<file path="src/rtl/cpu_state_dumper_if.sv">
// rtl/cpu_state_dumper_if.sv - dump beat stream between the state dumper and its consumer
interface cpu_state_dumper_if #(
  parameter int DATA_W = 32,
  parameter int IDX_W  = 8
);
  logic              o_dump_valid;
  logic              o_dump_src;
  logic [IDX_W-1:0]  o_dump_idx;
  logic [DATA_W-1:0] o_dump_dat;
  logic              i_dump_ready;

  modport master (
    output o_dump_valid,
    output o_dump_src,
    output o_dump_idx,
    output o_dump_dat,
    input  i_dump_ready
  );

  modport slave (
    input  o_dump_valid,
    input  o_dump_src,
    input  o_dump_idx,
    input  o_dump_dat,
    output i_dump_ready
  );
endinterface

</file>
<file path="src/rtl/cpu_state_dumper.sv">
// rtl/cpu_state_dumper.sv - walks RF and/or DM read ports on PC-match or start, streaming one beat per word
module cpu_state_dumper #(
  parameter int              DATA_W   = 32,
  parameter int              PC_W     = 32,
  parameter int              RF_DEPTH = 32,
  parameter int              RF_AW    = 5,
  parameter int              DM_WORDS = 64,
  parameter int              DM_AW    = 6,
  parameter int              IDX_W    = 8,
  parameter logic [PC_W-1:0] TRIG_PC  = '0
) (
  input  logic                i_clk,
  input  logic                i_rst,
  input  logic [PC_W-1:0]     i_pc,
  input  logic                i_pc_valid,
  input  logic                i_start,
  input  logic [1:0]          i_mode,
  output logic                o_rf_re,
  output logic [RF_AW-1:0]    o_rf_addr,
  input  logic [DATA_W-1:0]   i_rf_dat,
  output logic                o_dm_re,
  output logic [DM_AW-1:0]    o_dm_addr,
  input  logic [DATA_W-1:0]   i_dm_dat,
  cpu_state_dumper_if.master  dump,
  output logic                o_busy,
  output logic                o_done,
  output logic [7:0]          o_dump_cnt
);

  typedef enum logic [2:0] {
    S_IDLE,
    S_REQ,
    S_CAP,
    S_SEND,
    S_FIN
  } state_t;

  state_t           state;
  logic             armed;
  logic             mode_dm_q;
  logic             src_q;
  logic [IDX_W-1:0] idx_q;

  logic             pc_hit;
  logic             trig;
  logic             last_entry;
  logic [IDX_W-1:0] idx_inc;

  assign pc_hit  = armed & i_pc_valid & (i_pc == TRIG_PC);
  assign trig    = i_start | pc_hit;
  assign idx_inc = idx_q + IDX_W'(1);

  // Stop on the real depth, so non-power-of-two tables end at the right entry
  assign last_entry = src_q ? (idx_q == IDX_W'(DM_WORDS - 1))
                            : (idx_q == IDX_W'(RF_DEPTH - 1));

  always_ff @(posedge i_clk) begin
    if (i_rst) begin
      state             <= S_IDLE;
      armed             <= 1'b1;
      mode_dm_q         <= 1'b0;
      src_q             <= 1'b0;
      idx_q             <= '0;
      o_rf_re           <= 1'b0;
      o_rf_addr         <= '0;
      o_dm_re           <= 1'b0;
      o_dm_addr         <= '0;
      dump.o_dump_valid <= 1'b0;
      dump.o_dump_src   <= 1'b0;
      dump.o_dump_idx   <= '0;
      dump.o_dump_dat   <= '0;
      o_busy            <= 1'b0;
      o_done            <= 1'b0;
      o_dump_cnt        <= '0;
    end else begin
      o_rf_re <= 1'b0;
      o_dm_re <= 1'b0;
      o_done  <= 1'b0;

      // Re-arm only once the core retires somewhere else, so a loop at TRIG_PC dumps once
      if (i_pc_valid && (i_pc != TRIG_PC)) begin
        armed <= 1'b1;
      end

      case (state)
        S_IDLE: begin
          if (trig) begin
            mode_dm_q <= i_mode[1];
            src_q     <= ~i_mode[0];
            idx_q     <= '0;
            o_busy    <= 1'b1;
            if (pc_hit) begin
              armed <= 1'b0;
            end
            if (i_mode == 2'b00) begin
              state <= S_FIN;
            end else begin
              o_rf_re   <= i_mode[0];
              o_dm_re   <= ~i_mode[0];
              o_rf_addr <= '0;
              o_dm_addr <= '0;
              state     <= S_REQ;
            end
          end
        end

        S_REQ: begin
          state <= S_CAP;
        end

        S_CAP: begin
          dump.o_dump_dat   <= src_q ? i_dm_dat : i_rf_dat;
          dump.o_dump_src   <= src_q;
          dump.o_dump_idx   <= idx_q;
          dump.o_dump_valid <= 1'b1;
          state             <= S_SEND;
        end

        S_SEND: begin
          if (dump.i_dump_ready) begin
            dump.o_dump_valid <= 1'b0;
            if (!last_entry) begin
              idx_q <= idx_inc;
              if (src_q) begin
                o_dm_re   <= 1'b1;
                o_dm_addr <= idx_inc[DM_AW-1:0];
              end else begin
                o_rf_re   <= 1'b1;
                o_rf_addr <= idx_inc[RF_AW-1:0];
              end
              state <= S_REQ;
            end else if (!src_q && mode_dm_q) begin
              src_q     <= 1'b1;
              idx_q     <= '0;
              o_dm_re   <= 1'b1;
              o_dm_addr <= '0;
              state     <= S_REQ;
            end else begin
              state <= S_FIN;
            end
          end
        end

        S_FIN: begin
          o_done <= 1'b1;
          o_busy <= 1'b0;
          if (o_dump_cnt != 8'hFF) begin
            o_dump_cnt <= o_dump_cnt + 8'd1;
          end
          state <= S_IDLE;
        end

        default: begin
          state  <= S_IDLE;
          o_busy <= 1'b0;
        end
      endcase
    end
  end

endmodule
</file>
<file path="src/flat_wrapper.sv">
// flat-port wrapper written by rule: the top's interface ports become plain ports
module cpu_state_dumper_flat 
#(
  parameter int              DATA_W   = 32,
  parameter int              PC_W     = 32,
  parameter int              RF_DEPTH = 32,
  parameter int              RF_AW    = 5,
  parameter int              DM_WORDS = 64,
  parameter int              DM_AW    = 6,
  parameter int              IDX_W    = 8,
  parameter logic [PC_W-1:0] TRIG_PC  = '0
)
  (i_clk, i_rst, i_pc, i_pc_valid, i_start, i_mode, o_rf_re, o_rf_addr, i_rf_dat, o_dm_re, o_dm_addr, i_dm_dat, o_busy, o_done, o_dump_cnt, dump_o_dump_valid, dump_o_dump_src, dump_o_dump_idx, dump_o_dump_dat, dump_i_dump_ready);
  cpu_state_dumper_if #(.DATA_W(DATA_W), .IDX_W(IDX_W)) dump_i ();
  input  logic i_clk;
  input  logic i_rst;
  input  logic [PC_W-1:0] i_pc;
  input  logic i_pc_valid;
  input  logic i_start;
  input  logic [1:0] i_mode;
  output logic o_rf_re;
  output logic [RF_AW-1:0] o_rf_addr;
  input  logic [DATA_W-1:0] i_rf_dat;
  output logic o_dm_re;
  output logic [DM_AW-1:0] o_dm_addr;
  input  logic [DATA_W-1:0] i_dm_dat;
  output logic o_busy;
  output logic o_done;
  output logic [7:0] o_dump_cnt;
  output wire logic [$bits(dump_i.o_dump_valid)-1:0] dump_o_dump_valid;
  output wire logic [$bits(dump_i.o_dump_src)-1:0] dump_o_dump_src;
  output wire logic [$bits(dump_i.o_dump_idx)-1:0] dump_o_dump_idx;
  output wire logic [$bits(dump_i.o_dump_dat)-1:0] dump_o_dump_dat;
  input wire logic [$bits(dump_i.i_dump_ready)-1:0] dump_i_dump_ready;
  assign dump_o_dump_valid = dump_i.o_dump_valid;
  assign dump_o_dump_src = dump_i.o_dump_src;
  assign dump_o_dump_idx = dump_i.o_dump_idx;
  assign dump_o_dump_dat = dump_i.o_dump_dat;
  assign dump_i.i_dump_ready = dump_i_dump_ready;
  cpu_state_dumper #(.DATA_W(DATA_W), .PC_W(PC_W), .RF_DEPTH(RF_DEPTH), .RF_AW(RF_AW), .DM_WORDS(DM_WORDS), .DM_AW(DM_AW), .IDX_W(IDX_W), .TRIG_PC(TRIG_PC)) u_core (.i_clk(i_clk), .i_rst(i_rst), .i_pc(i_pc), .i_pc_valid(i_pc_valid), .i_start(i_start), .i_mode(i_mode), .o_rf_re(o_rf_re), .o_rf_addr(o_rf_addr), .i_rf_dat(i_rf_dat), .o_dm_re(o_dm_re), .o_dm_addr(o_dm_addr), .i_dm_dat(i_dm_dat), .dump(dump_i), .o_busy(o_busy), .o_done(o_done), .o_dump_cnt(o_dump_cnt));
endmodule
</file>
<file path="config.mk">
export PLATFORM = sky130hd
export DESIGN_NAME = cpu_state_dumper_flat
export DESIGN_NICKNAME = d
export VERILOG_FILES = /design/src/rtl/cpu_state_dumper_if.sv /design/src/rtl/cpu_state_dumper.sv /design/src/flat_wrapper.sv
export SDC_FILE = /design/constraint.sdc
export NUM_CORES = 1
export LEC_CHECK = 0
export ABC_AREA = 0
export ABC_CLOCK_PERIOD_IN_PS = 3090
export CORE_ASPECT_RATIO = 2
export CORE_UTILIZATION = 35
export CTS_CLUSTER_DIAMETER = 120
export DETAILED_ROUTE_END_ITERATION = 8
export GPL_TIMING_DRIVEN = 0
export PLACE_DENSITY = 0.69
export RECOVER_POWER = 50
export SYNTH_ARGS = -nofsm -noshare
export SYNTH_HDL_FRONTEND = slang
export SYNTH_SLANG_ARGS = --single-unit
export TNS_END_PERCENT = 20
</file>
<file path="constraint.sdc">
create_clock -name i_clk -period 3.09 [get_ports i_clk]
set_clock_uncertainty 0.15 [all_clocks]
set_input_delay 0.7725 -clock i_clk [delete_from_list [all_inputs] [get_ports i_clk]]
set_output_delay 0.7725 -clock i_clk [all_outputs]
set_load 0.05 [all_outputs]
</file>
# After elaboration in Yosys (flattened, before gate mapping)
# Cells that the tools add are included.
word_totals:
  input_bits: 103
  out_inout_bits: 65
  ff_bits: 79
  wordCells: 111
op_classes:
  bitwise_logic: 5
  n_reduce_logical: 19
  add_sub_neg: 2
  eq_ne: 16
  mux: 53
op_table:
  columns: ["operator", "count"]
  rows:
  - ["6-bit 2-to-1 mux", 6]
  - ["32-bit logical NOT", 1]
  - ["32-bit 2-to-1 mux", 1]
  - ["8-bit 2-to-1 mux", 4]
  - ["32-bit nonzero test", 1]
  - ["5-bit 2-to-1 mux", 5]
  - ["1-bit 2-to-1 mux", 23]
  - ["8-bit by 1-bit adder with 8-bit output, second input constant", 2]
  - ["8-bit case mux with 2 select lines", 1]
  - ["3-bit 2-to-1 mux", 5]
  - ["3-bit case mux with 4 select lines", 1]
  - ["6-bit case mux with 2 select lines", 1]
  - ["6-bit AND reduction", 2]
  - ["1-bit case mux with 2 select lines", 5]
  - ["5-bit case mux with 2 select lines", 1]
  - ["2-bit AND reduction", 5]
  - ["8-bit by 5-bit == test with 1-bit output, second input constant", 1]
  - ["8-bit by 6-bit == test with 1-bit output, second input constant", 1]
  - ["2-bit inequality test, second input constant", 4]
  - ["8-bit inequality test, second input constant", 1]
  - ["3-bit by 2-bit == test with 1-bit output, second input constant", 2]
  - ["2-bit by 1-bit inequality test with 1-bit output, second input constant", 3]
  - ["5-bit AND reduction", 1]
  - ["4-bit AND reduction", 1]
  - ["13 further kinds", 17]

# Longest topological paths before layout
logic_depth:
  ltp_word: 6
  depth_mapped: 8
  ltp_nobuf: 6

# Worst setup path before layout
# No wires, ideal clock.
synth_path:
  path_kind: "input-to-reg"
  from: "input port i_pc[26]"
  to: "register u_core.o_rf_addr[0]"
  setup_ps: 121
  stages: 6
  n_path_buf: 1
  arrival_time_ps: 2269
  path_slack_ps: 550
  required_time_ps: 2819
  cell_sequence: "nor4_1 -> nand4_1 -> o21a_1 -> or3_1 -> buf_4 -> mux2_4"
synth_via:
  elab_chain_cells: 5
synth_rtl:
  columns: ["element", "line", "rtl"]
  rows:
  - ["start: declaration", "flat_wrapper.sv:17", "input logic [PC_W-1:0] i_pc;"]
  - ["32-bit logical NOT", "cpu_state_dumper.sv:49", "assign pc_hit = armed & i_pc_valid & (i_pc == TRIG_PC);"]
  - ["1-bit AND", "cpu_state_dumper.sv:49", null]
  - ["1-bit OR", "cpu_state_dumper.sv:50", "assign trig = i_start | pc_hit;"]
  - ["2-bit by 1-bit inequality test with 1-bit output (no line)", null, null]
  - ["6-bit AND reduction (no line)", null, null]
  - ["end signal: assignment", "cpu_state_dumper.sv:129", "o_rf_addr <= idx_inc[RF_AW-1:0];"]
  - ["end: declaration", "cpu_state_dumper.sv:19", "output logic [RF_AW-1:0] o_rf_addr,"]
# No other way between the ends.
# A chain may end at the register's enable or synchronous reset.

# Worst setup path after layout
layout_path:
  from: "input port i_pc[9]"
  to: "register u_core.o_rf_addr[0]"
# The elaborated chain is that of the path after synthesis.

==> results.json <==
{
  "slowest_stage": "clkdlybuf4s50_1",
  "grt_util_all_layers_pct": 22.4,
  "cts_sinks": 79,
  "synth_cell_types": 59,
  "pwr-share-seq_pct": 36.3,
  "insertedDiodeCount": 0,
  "path_cells": "clkdlybuf4s50_1, nor4_1, nand4_1, o21a_2, or3_1, buf_4, mux2_4",
  "cp_num_buf_inv": 2,
  "detail-route-antenna-nets": 0,
  "max_freq_ghz": 0.342,
  "drc": 0,
  "gp_congestion": 0.893,
  "syn_area_sq_um": 3740,
  "fillers": 1040,
  "first_pass_iters": 5,
  "drv_slew": 0,
  "maxCapViolations": 0,
  "cp.required_ns": 3.16,
  "powerDensity_nw_per_um2": 533,
  "max_slew_margin_pct": 51.1,
  "place_inst": 714,
  "grt-ovfl-total": 0,
  "grt_pass1_vias": 3893,
  "cp_slowest_stage_delay_ns": 0.40,
  "die_area_sq_um": 11100,
  "grt_pass1_wl_um": 18700,
  "synth_cells": 410,
  "synthArstFlopShare_pct": 0,
  "cts.htree.levels": 3,
  "syn_area_per_cell_sq_um": 9.12,
  "grt_max_degree": 13,
  "p_sw_w": 0.00104,
  "initial_core_util_pct": 35.7,
  "finalSetupViolCount": 0,
  "vias": 3791,
  "nets": 693,
  "finalNonFillerCells": 730,
  "vias_per_cell": 5.19,
  "synth_top_area_share_pct": 42.3,
  "worst_slew_pin_slew_ns": 0.730,
  "peakVddDrop_uv": 342,
  "crit_path_start_kind": "input port",
  "synth_nets": 515,
  "crit_type": "in -> reg",
  "row_count": 53,
  "p_int_w": 0.00208,
  "fin_crit_sh_pct": 94.7,
  "io_buffer_count": 167,
  "whs_path_depth": 2,
  "die_x_um": 75.1,
  "die_h_um": 148,
  "drt_iter0_drc": 128,
  "crit_family": "simple AND/OR/NAND/NOR gates",
  "drt-total-wl_um": 11800,
  "worst-path-stages": 7,
  "detail_route.wl_per_cell_um": 16.1,
  "clkLatencyLatePin_ns": 0.34,
  "switching_share_pct": 33.4,
  "ys_ff_latch": 79,
  "yosys-top-cells-area": "dfxtp_1 42%, mux2i_1 11%, a211oi_1 7.0%, nor2_1 4.7%, nand2_1 4.1%",
  "clk_pin_slew_worst_paths_ns": 0.05,
  "syn_to_final_growth_pct": 56.9,
  "ios": 168,
  "cts_setup_buffers": 0,
  "status": "complete, no violations",
  "rsz0062_at_grt": "false",
  "numCtsBuffers": 9,
  "combPwrFrac_pct": 32.4,
  "hold_viol": 0,
  "hp-class": "reg -> reg",
  "end_kind": "register",
  "antenna_found_initial": 0,
  "fin_crit_ns": 2.93,
  "p_leak_nw": 2.26,
  "worst-path-max-fanout": 8,
  "dp_hpwl_um": 9240,
  "yosysWarnings": 0,
  "synth.largest_area_cell": "dfxtp_1",
  "crit_arrival_ns": 3.00,
  "yosysSeqAreaShare_pct": 42.3,
  "clockPowerShare_pct": 31.4,
  "clockBufferDepth": 2,
  "cts-root-buf": "clkbuf_16",
  "worstRegToRegCells": 7,
  "cts_tree": "built",
  "synth_ff_type": "dfxtp_1",
  "finalCoreUtilization_pct": 56.0,
  "core_sq_um": 10500,
  "synth-edff-count": 0,
  "drive_above_1_share_pct": 7.25
}
-- cell usage after synthesis (3+ instances only) --
| library cell | instances |
|---|---|
| xor2_1 | 9 |
| a32o_1 | 5 |
| nand3_1 | 14 |
| and3_1 | 4 |
| mux2i_1 | 42 |
| nand4_1 | 7 |
| dfxtp_1 | 79 |
| buf_1 | 10 |
| buf_2 | 5 |
| clkbuf_1 | 10 |
| xnor2_1 | 3 |
| o211ai_1 | 3 |
| a21oi_1 | 15 |
| nor4_1 | 10 |
| o21ai_0 | 6 |
| buf_4 | 3 |
| nor3_1 | 10 |
| a211oi_1 | 35 |
| nor2b_1 | 4 |
| nor2_1 | 47 |
| nand2_1 | 41 |
-- logic make-up (layout without fill, tap and decap cells) --
kind of cell             Yosys count  in the layout  share of synthesized area [%]
adder cells (fa/ha/maj)            2              2                          0.669
buffers and inverters             32            215                           4.08
multiplexers                      45             45                           12.4
AO/OA/AOI/OAI                     81             81                           16.2
flip-flops                        79             79                           42.3
AND/OR/NAND/NOR                  159            159                           21.6
XOR/XNOR                          12             12                           2.81
-- final cells by class --
| class | count | area (sq um) | share of cell area, % |
|---|---|---|---|
| clock inverters | 3 | 17.5 | 0.299 |
| flip-flops and latches | 79 | 1580 | 27.0 |
| multi-input cells | 299 | 2010 | 34.3 |
| plain buffers | 30 | 145 | 2.48 |
| well taps | 137 | 171 | 2.92 |
| repair buffers | 167 | 1670 | 28.5 |
| clock buffers | 13 | 260 | 4.44 |
| inverters | 2 | 7.51 | 0.128 |
-- worst min-delay path, stage by stage (launching register included) --
cell and delay (ns):
dfxtp_1 0.30, nand2_1 0.05, mux2i_1 0.05
-- placed cells by master, fill, tap and decap left out, drive strengths merged, types with 15 or more instances in the layout --
| cell | instances |
|---|---|
| a211oi | 35 |
| a21oi | 15 |
| buf | 19 |
| clkbuf | 24 |
| clkdlybuf4s50 | 103 |
| dfxtp | 79 |
| dlygate4sd3 | 64 |
| mux2i | 42 |
| nand2 | 41 |
| nand3 | 15 |
| nor2 | 48 |
-- final timing paths --
kind,start,endpoint,slack (ns)
max,i_pc[9],u_core.o_rf_addr[0]$_SDFFE_PP0P_,0.16
min,u_core.o_dm_addr[1]$_SDFFE_PP0P_,u_core.o_dm_addr[1]$_SDFFE_PP0P_,0.31
max reg2reg,u_core.idx_q[0]$_SDFFE_PP0P_,u_core.o_rf_addr[0]$_SDFFE_PP0P_,0.48
min reg2reg,u_core.o_dm_addr[1]$_SDFFE_PP0P_,u_core.o_dm_addr[1]$_SDFFE_PP0P_,0.31
-- stage by stage --
step / hold WS [ns] / power [W] / setup WS, ns / cell area, sq um / TNS [ns]
floorplan: 0.279 / 0.00181 / 0.550 / 3740 / 0
CTS: 0.311 / 0.00318 / 0.0576 / 5860 / 0
global placement: 0.295 / 0.00218 / -0.310 / 5580 / -2.62
detailed placement: 0.300 / 0.00219 / -0.319 / 5580 / -2.81
finish: 0.305 / 0.00312 / 0.163 / 5860 / 0
global route: 0.328 / 0.00327 / 0.00614 / 5860 / 0
-- what timing repair did --
item	CTS	global route
setup endpoints to repair	0	14
gates resized for setup	0	2
hold buffers	0	0
-- power by group through the flow --
stage | combinational, W | sequential (W) | clock, W
detailed placement | 0.00103 | 0.00115 | 0
floorplan | 0.000427 | 0.00138 | 0
finish | 0.00101 | 0.00113 | 0.000980
CTS | 0.00104 | 0.00114 | 0.00101
global route | 0.00108 | 0.00114 | 0.00105
global placement | 0.00102 | 0.00115 | 0
-- metal layers --
layer,vias to the layer above,routed length (um),GRT usage (%)
li1,1854,-,-
met1,1770,4090,21.5
met2,144,6690,41.5
met3,23,718,6.37
met4,0,263,10.6
met5,-,0,0
-- flip-flops by register name, summed over array words and instances, names as in the netlist, 3 cells and up, named ones only --
register	cells
u_core.dump.o_dump_dat	32
u_core.dump.o_dump_idx	8
u_core.idx_q	8
u_core.o_dm_addr	6
u_core.o_dump_cnt	8
u_core.o_rf_addr	5
u_core.state	3
Power figures use the tool's default switching activity.
